File: src/rtl/sprite_pkg.sv
// Shared constants and types for the circle-sprite read path.
// Build option: define SPRITE_SCALE2_EN for a 32x32 footprint with 2x pixel replication.
package sprite_pkg;

    localparam int unsigned SPR_DIM  = 16;
    localparam int unsigned SPR_AW   = 9;
    localparam int unsigned COORD_W  = 9;
    localparam int unsigned SCREEN_W = 256;
    localparam int unsigned SCREEN_H = 240;

    typedef logic [2:0] color_t;
    localparam color_t TRANSPARENT = 3'b000;

`ifdef SPRITE_SCALE2_EN
    localparam int unsigned SPR_SCALE = 2;
`else
    localparam int unsigned SPR_SCALE = 1;
`endif
    // On-screen footprint edge length in pixels
    localparam int unsigned SPR_FOOT = SPR_DIM * SPR_SCALE;

endpackage

File: src/rtl/sprite_anim_ctrl.sv
// Sprite position (shadow/active, committed at frame start) and animation-frame selection.
// Sub-block of sprite_reader; unaffected by SPRITE_SCALE2_EN.
module sprite_anim_ctrl
    import sprite_pkg::*;
#(
    parameter int unsigned ANIM_PERIOD = 30,
    parameter int unsigned INIT_X      = 120,
    parameter int unsigned INIT_Y      = 112
) (
    input  logic               clock,
    input  logic               reset,
    input  logic               frame_start,
    input  logic               pos_load,
    input  logic [COORD_W-1:0] pos_x_in,
    input  logic [COORD_W-1:0] pos_y_in,
    output logic [COORD_W-1:0] act_x,
    output logic [COORD_W-1:0] act_y,
    output logic               anim_sel
);

    localparam int unsigned CNT_W = (ANIM_PERIOD > 1) ? $clog2(ANIM_PERIOD) : 1;

    logic [COORD_W-1:0] shd_x;
    logic [COORD_W-1:0] shd_y;
    logic [CNT_W-1:0]   anim_cnt;

    // Active position only moves at frame start so a frame is never torn
    always_ff @(posedge clock) begin
        if (reset) begin
            shd_x    <= COORD_W'(INIT_X);
            shd_y    <= COORD_W'(INIT_Y);
            act_x    <= COORD_W'(INIT_X);
            act_y    <= COORD_W'(INIT_Y);
            anim_cnt <= '0;
            anim_sel <= 1'b0;
        end else begin
            if (pos_load) begin
                shd_x <= pos_x_in;
                shd_y <= pos_y_in;
            end
            if (frame_start) begin
                act_x <= pos_load ? pos_x_in : shd_x;
                act_y <= pos_load ? pos_y_in : shd_y;
                if (anim_cnt == CNT_W'(ANIM_PERIOD - 1)) begin
                    anim_cnt <= '0;
                    anim_sel <= ~anim_sel;
                end else begin
                    anim_cnt <= anim_cnt + CNT_W'(1);
                end
            end
        end
    end

endmodule

File: src/rtl/sprite_reader.sv
// Sprite RAM read-side renderer: scan coordinate -> RAM address -> per-pixel colour/hit, latency 3.
// Build option: SPRITE_SCALE2_EN selects the 32x32 replicated footprint.
module sprite_reader
    import sprite_pkg::*;
#(
    parameter int unsigned ANIM_PERIOD = 30,
    parameter int unsigned INIT_X      = 120,
    parameter int unsigned INIT_Y      = 112
) (
    input  logic              clock,
    input  logic              reset,
    input  logic [8:0]        pix_x,
    input  logic [8:0]        pix_y,
    input  logic              pix_valid,
    input  logic              frame_start,
    input  logic              pos_load,
    input  logic [8:0]        pos_x_in,
    input  logic [8:0]        pos_y_in,
    output logic              RE,
    output logic [8:0]        rAddr,
    input  logic [2:0]        ram_data,
    output logic [2:0]        pix_color,
    output logic              pix_hit,
    output logic              anim_sel
);

    logic [COORD_W-1:0] act_x;
    logic [COORD_W-1:0] act_y;
    logic [9:0]         dx_c;
    logic [9:0]         dy_c;
    logic               in_box_c;
    logic [SPR_AW-1:0]  addr_c;
    logic               v1;
    logic               v2;

    sprite_anim_ctrl #(
        .ANIM_PERIOD (ANIM_PERIOD),
        .INIT_X      (INIT_X),
        .INIT_Y      (INIT_Y)
    ) u_anim_ctrl (
        .clock       (clock),
        .reset       (reset),
        .frame_start (frame_start),
        .pos_load    (pos_load),
        .pos_x_in    (pos_x_in),
        .pos_y_in    (pos_y_in),
        .act_x       (act_x),
        .act_y       (act_y),
        .anim_sel    (anim_sel)
    );

    // 10-bit difference: bit 9 set means the scan is left of / above the sprite
    assign dx_c = {1'b0, pix_x} - {1'b0, act_x};
    assign dy_c = {1'b0, pix_y} - {1'b0, act_y};

    assign in_box_c = pix_valid
                    && ({1'b0, pix_x} < 10'(SCREEN_W)) && ({1'b0, pix_y} < 10'(SCREEN_H))
                    && !dx_c[9] && !dy_c[9]
                    && (dx_c < 10'(SPR_FOOT)) && (dy_c < 10'(SPR_FOOT));

`ifdef SPRITE_SCALE2_EN
    assign addr_c = {anim_sel, dy_c[4:1], dx_c[4:1]};
`else
    assign addr_c = {anim_sel, dy_c[3:0], dx_c[3:0]};
`endif

    // Address stage, RAM-wait stage, then colour/hit stage
    always_ff @(posedge clock) begin
        if (reset) begin
            RE        <= 1'b0;
            rAddr     <= '0;
            v1        <= 1'b0;
            v2        <= 1'b0;
            pix_hit   <= 1'b0;
            pix_color <= TRANSPARENT;
        end else begin
            RE <= in_box_c;
            v1 <= in_box_c;
            if (in_box_c) begin
                rAddr <= addr_c;
            end
            v2 <= v1;
            if (v2 && (ram_data != TRANSPARENT)) begin
                pix_hit   <= 1'b1;
                pix_color <= ram_data;
            end else begin
                pix_hit   <= 1'b0;
                pix_color <= TRANSPARENT;
            end
        end
    end

endmodule
File: config.mk
export PLATFORM = sky130hd
export DESIGN_NAME = sprite_reader
export DESIGN_NICKNAME = d
export VERILOG_FILES = /design/src/rtl/sprite_pkg.sv /design/src/rtl/sprite_anim_ctrl.sv /design/src/rtl/sprite_reader.sv
export SDC_FILE = /design/constraint.sdc
export NUM_CORES = 1
export LEC_CHECK = 0
export ABC_AREA = 1
export CORE_MARGIN = 5
export CORE_UTILIZATION = 54
export DETAILED_ROUTE_END_ITERATION = 8
export GPL_TIMING_DRIVEN = 0
export PLACE_DENSITY = 0.79
export SKIP_LAST_GASP = 1
export SLEW_MARGIN = 20
export SYNTH_ARGS = -nofsm -noshare
export SYNTH_HDL_FRONTEND = slang
export SYNTH_HIERARCHICAL = 1
export SYNTH_SLANG_ARGS = --single-unit
File: constraint.sdc
create_clock -name clock -period 2.35 [get_ports clock]
set_clock_uncertainty 0.05 [all_clocks]
set_input_delay 0.47 -clock clock [delete_from_list [all_inputs] [get_ports clock]]
set_output_delay 0.47 -clock clock [all_outputs]
set_load 0.05 [all_outputs]
After elaboration in Yosys (flattened, before gate mapping)
Index checks and enable logic that the tools add are counted.

cells by class
  bitwise gates (word level) = 2
  reductions and logical operators = 12
  add/subtract/negate cells = 3
  equal/unequal tests = 1
  muxes and demuxes = 4
  magnitude comparators = 4

operators by type and width
  kind                 number
  $lt 10x5->1 const B  2
  $sub 9x9->10         2
  $mux 9               2
  $lt 9x8->1 const B   1
  $lt 9x9->1 const B   1
  $logic_and 1x1->1    7
  $add 5x1->5 const B  1
  $eq 5x5->1 const B   1
  $mux 5               1
  $reduce_bool 3->1    1
  $logic_not 1->1      2
  $not 1->1            2
  $reduce_and 2->1     1
  $reduce_or 2->1      1
  $mux 1               1

word-level totals
  register bits after elaboration = 57
  bits of input ports = 44

Logic depth before layout (Yosys ltp)
Gate-level depths: netlist of the first run.

  depth after elaboration = 7
  gate-level depth with buffers = 16
  depth with buffers taken out = 16

Modules after synthesis
Netlist of the first run, hierarchy kept.

by module, submodules not included
  module            seq. area each (um^2)  instances  cells each  area each (um^2)
  sprite_reader     300.3                  1          306         1808.0
  sprite_anim_ctrl  840.8                  1          235         1724.2

Worst setup path after synthesis of the first run
OpenSTA, ideal clock, no wires.

  kind = input port to flip-flop
  from = in pix_x[0]
  to = reg rAddr[1]
  arrival = 2.089 ns
  library setup time = 0.064 ns
  required time = 2.236 ns
  path buffers = 0
  path slack = 0.146 ns
  cell stages on the path = 15
  path through = inv_1 -> ha_1 -> inv_1 -> fa_1 -> nand2_2 -> nand2_2 -> nand3_1 -> nand3_1 -> nor2_1 -> nand2_1 -> nor2_4 -> nand3_2 -> nor2_4 -> nor2_1 -> nor2_1

on the way
  cells in the longest elaborated chain, start to end = 7

RTL lines
  item                                                  line                 RTL
  start: declaration                                    sprite_reader.sv:12  input logic [8:0] pix_x,
  branches (longest 7 deep; another with $sub 9x9->10)  n/a
  end signal: assignment                                sprite_reader.sv:80  rAddr <= addr_c;
  end: declaration                                      sprite_reader.sv:20  output logic [8:0] rAddr,

Parallel ways; which one is timed is not known.
A chain may end at the register's enable or synchronous reset.

Worst setup path in the final report of the first run
  from = in pix_x[0]
  to = reg rAddr[4]

on the way
  cells in the longest elaborated chain, start to end = 7

RTL lines
  item                                                  line                 RTL
  branches (longest 5 deep; another with $sub 9x9->10)  n/a
  $logic_and 1x1->1 * (2 in series)                     sprite_reader.sv:59  && (dx_c < 10'(SPR_FOOT)) && (dy_c < 10'(SPR_FOOT));

Mark *: on every way between the ends.

==> results of run 1 <==
==> worst paths after layout <==
path | slack, ns | startpoint | endpoint | cells after the start
max | 0.07 | pix_x[0] | rAddr[4] | 16
max reg2reg | 0.10 | u_anim_ctrl/act_x[0] | rAddr[4] | 14
min reg2reg | 0.40 | v2 | pix_color[1] | 2
min | 0.40 | v2 | pix_color[1] | 2
==> cell type report <==
class,count,area [um2],share of cell area (%)
Buffer,11,85.08,1.803
Clock buffer,10,127.6,2.705
Clock inverter,6,35.03,0.7425
Inverter,111,416.7,8.831
Multi-Input combinational cell,362,2151,45.58
Sequential cell,57,1144,24.24
Tap cell,77,96.34,2.042
Timing Repair Buffer,66,663.1,14.05
==> metrics by stage <==
| step | instances | power (mW) |
|---|---|---|
| final | 700 | 2.545 |
| after global routing | 700 | 2.689 |
| after CTS | 697 | 2.462 |
| after detailed placement | 675 | 1.668 |
| after global placement | 675 | 1.647 |
| after floorplan | 541 | 1.488 |
==> registers in the layout, summed over array words and instances (netlist names), 3 cells and up <==
name                  flops
u_anim_ctrl/anim_cnt      5
rAddr                     9
pix_color                 3
u_anim_ctrl/act_x         9
u_anim_ctrl/shd_y         9
u_anim_ctrl/act_y         9
u_anim_ctrl/shd_x         9
==> power by group through the flow <==
stage	Combinational [mW]	Clock (mW)	Sequential, mW
after detailed placement	0.612	0	1.06
after CTS	0.654	0.774	1.03
final	0.747	0.762	1.04
after global placement	0.593	0	1.05
after global routing	0.823	0.827	1.04
after floorplan	0.439	0	1.05
==> worst max-delay path: stages <==
cell	delay (ns)
sky130_fd_sc_hd__clkdlybuf4s15_1	0.18
sky130_fd_sc_hd__inv_1	0.07
sky130_fd_sc_hd__ha_2	0.16
sky130_fd_sc_hd__inv_2	0.06
sky130_fd_sc_hd__fa_2	0.42
sky130_fd_sc_hd__nand2_2	0.11
sky130_fd_sc_hd__nand2_4	0.07
sky130_fd_sc_hd__nand3_2	0.08
sky130_fd_sc_hd__nand3_2	0.09
sky130_fd_sc_hd__nor2_4	0.14
sky130_fd_sc_hd__nand2_4	0.08
sky130_fd_sc_hd__nor3_4	0.22
sky130_fd_sc_hd__nand3_4	0.12
sky130_fd_sc_hd__nand2_2	0.09
sky130_fd_sc_hd__nand2_1	0.05
sky130_fd_sc_hd__nor2_1	0.10
==> cells by family (layout without fill, tap and decap cells) <==
group           after synthesis  after routing  synth area share (%)
xor+xnor                      5              5                 1.240
compound gates               45             45                 6.943
simple gates                290            290                 37.09
fa+ha+maj                    22             22                 8.218
buf+inv                     122            204                 14.20
flops                        57             57                 32.31
==> synthesized netlist by cell type, drive strengths merged, types with 6 or more instances <==
master	n
buf	9
nand3	37
nand4	6
nand2	149
inv	110
or2	8
and2	6
dfxtp	57
ha	20
o21ai	26
a21oi	15
nor2	80
==> metal layers <==
metal / global-route usage (%) / wire length, um / up-vias
li1: - / - / 1791
met1: 23.76 / 3733 / 1511
met2: 32.75 / 4196 / 84
met3: 4.417 / 427 / 14
met4: 7.702 / 106 / 0
met5: 0 / 0 / -
==> repair_timing <==
item / in CTS / in global routing
pin swaps: 16 / 22
setup endpoints to repair: 10 / 9
resized for setup: 19 / 47
setup buffers: 6 / 3
endpoints found under the hold margin: 0 / 0
==> impl_metrics.toml, run 1 <==
[floorplanning]
std_cell_rows = 29
fp.dieArea_um2 = 8258
pin_count = 59
dieWidth_um = 90.88
floorplan.initialDensity_pct = 55.63
die_h_um = 90.88
floorplan.core_area_um2 = 6350

[timing]
slew_headroom_pct = 66.32
setup_viol = 0
period_needed_ns = 2.283
setup-tns-final_ns = 0
achievable-frequency_mhz = 438.1
report.final.slew_viol_count = 0
hold_viol = 0
fin_crit_sh_pct = 97.13
fin_ws_ns = 0.06735
worst-slew-pin-transition_ns = 0.5037
finalHoldWorstSlack_ns = 0.3982

[setup_path]
setup_crit_path_kind = "in -> reg"
worstPathRequired_ns = 2.58
crit_arrival_ns = 2.51
endpoint_kind = "register"
critical_path.max_fanout = 4
worstSetupStartpointType = "input port"

[synthesis]
synthArstFlopShare_pct = 0
yosys-top-cells-area = "sky130_fd_sc_hd__dfxtp_1 (32%), sky130_fd_sc_hd__nand2_1 (14%), sky130_fd_sc_hd__inv_1 (11%)"
number_of_enable_flip_flop_cells_after_synthesis = 0
post_synth_num_cell_types = 34
synth_seq_cells = 57
synthesized_area_per_cell_um2 = 6.529
synth-main-ff-cell = "sky130_fd_sc_hd__dfxtp_1"
synth_cells = 541
synth.cell_area_um2 = 3532
synth_warnings = 6
yosysTopAreaCell = "sky130_fd_sc_hd__dfxtp_1"
syn_nets = 607
synth.yosys.seq_area_share_pct = 32.31
post_synth_top_area_share_pct = 32.31

[layout]
area_growth_pct = 33.58
most_frequent_standard_cell_in_the_layout_excluding_fill_and_tap_cells = "sky130_fd_sc_hd__nand2_1"
postLayoutCoreUtil_pct = 74.31
final_cell_mix = "sky130_fd_sc_hd__nand2_1 (119), sky130_fd_sc_hd__inv_1 (105), sky130_fd_sc_hd__nor2_1 (70)"
fin_nets = 684
antenna_cells_inserted = 0
post-route-cell-area_um2 = 4718
layout_cells_sized_above_1_pct = 18.62
filler_cell_count = 490

[clock_network]
cts_tree = "built"
clock_transition_at_the_register_clock_pins_on_the_worst_setup_and_hold_paths_after_cts_ns = 0.07
insertion_delay_ns = 0.33
cts_hold_repair.buffers = 0
clkSinkCount = 57
cts.path.max_buffers = 2
cts-buffers-inserted = 9
ctsRootBufferMaster = "sky130_fd_sc_hd__clkbuf_8"
htree_levels = 3

[grt]
grt.total_usage_pct = 19.39
globalRouteOverflowTotal = 0
grt_antenna_before_repair = 0
grt_pass1_wl_mm = 13.43
largest_net_degree_at_the_start_of_global_routing = 11
number_of_global_route_vias_before_repair = 3176

[drt]
via_per_inst = 4.857
drt_iter0_drc = 151
dr.pass1.iters = 4
routed_vias = 3400
postRouteAntennaNets = 0
routed_wirelength_mm = 8.464
drc_errors = 0
avgRoutedWirePerCell_um = 12.09

[status]
status = "finished clean"

[placement]
gp_congestion = 0.8061
hpwl_mm = 6.342
port_buffers = 57
dp_worst_setup_slack_ns = -0.6236
detailed_place.area_um2 = 4199

[pwr]
cellPowerDensity_nw_per_um2 = 539.3
switching_share_pct = 32.89
internal_power_mw = 1.708
seq_power_share_pct = 40.7
share_clk_of_total_power_pct = 30.0
power.share.combinational_pct = 29.4
p_sw_uw = 836.8
static_power_due_to_leakage_nw = 2.353
worst_ir_drop_vdd_uv = 406.5

[min_path]
hold_path_class = "reg -> reg"

[job]
cap_viol_max_count = 0
No activity file was read; power rests on OpenSTA's default activity.
==> run 2, diff against run 1 <==
--- a/config.mk
+++ b/config.mk
@@ -11,7 +11,6 @@
 export DETAILED_ROUTE_END_ITERATION = 8
 export GPL_TIMING_DRIVEN = 0
 export PLACE_DENSITY = 0.79
-export SKIP_LAST_GASP = 1
 export SLEW_MARGIN = 20
 export SYNTH_ARGS = -nofsm -noshare
 export SYNTH_HDL_FRONTEND = slang
==> results of run 2 <==
The final DEF is identical to that of run 1; final timing and power are the same.
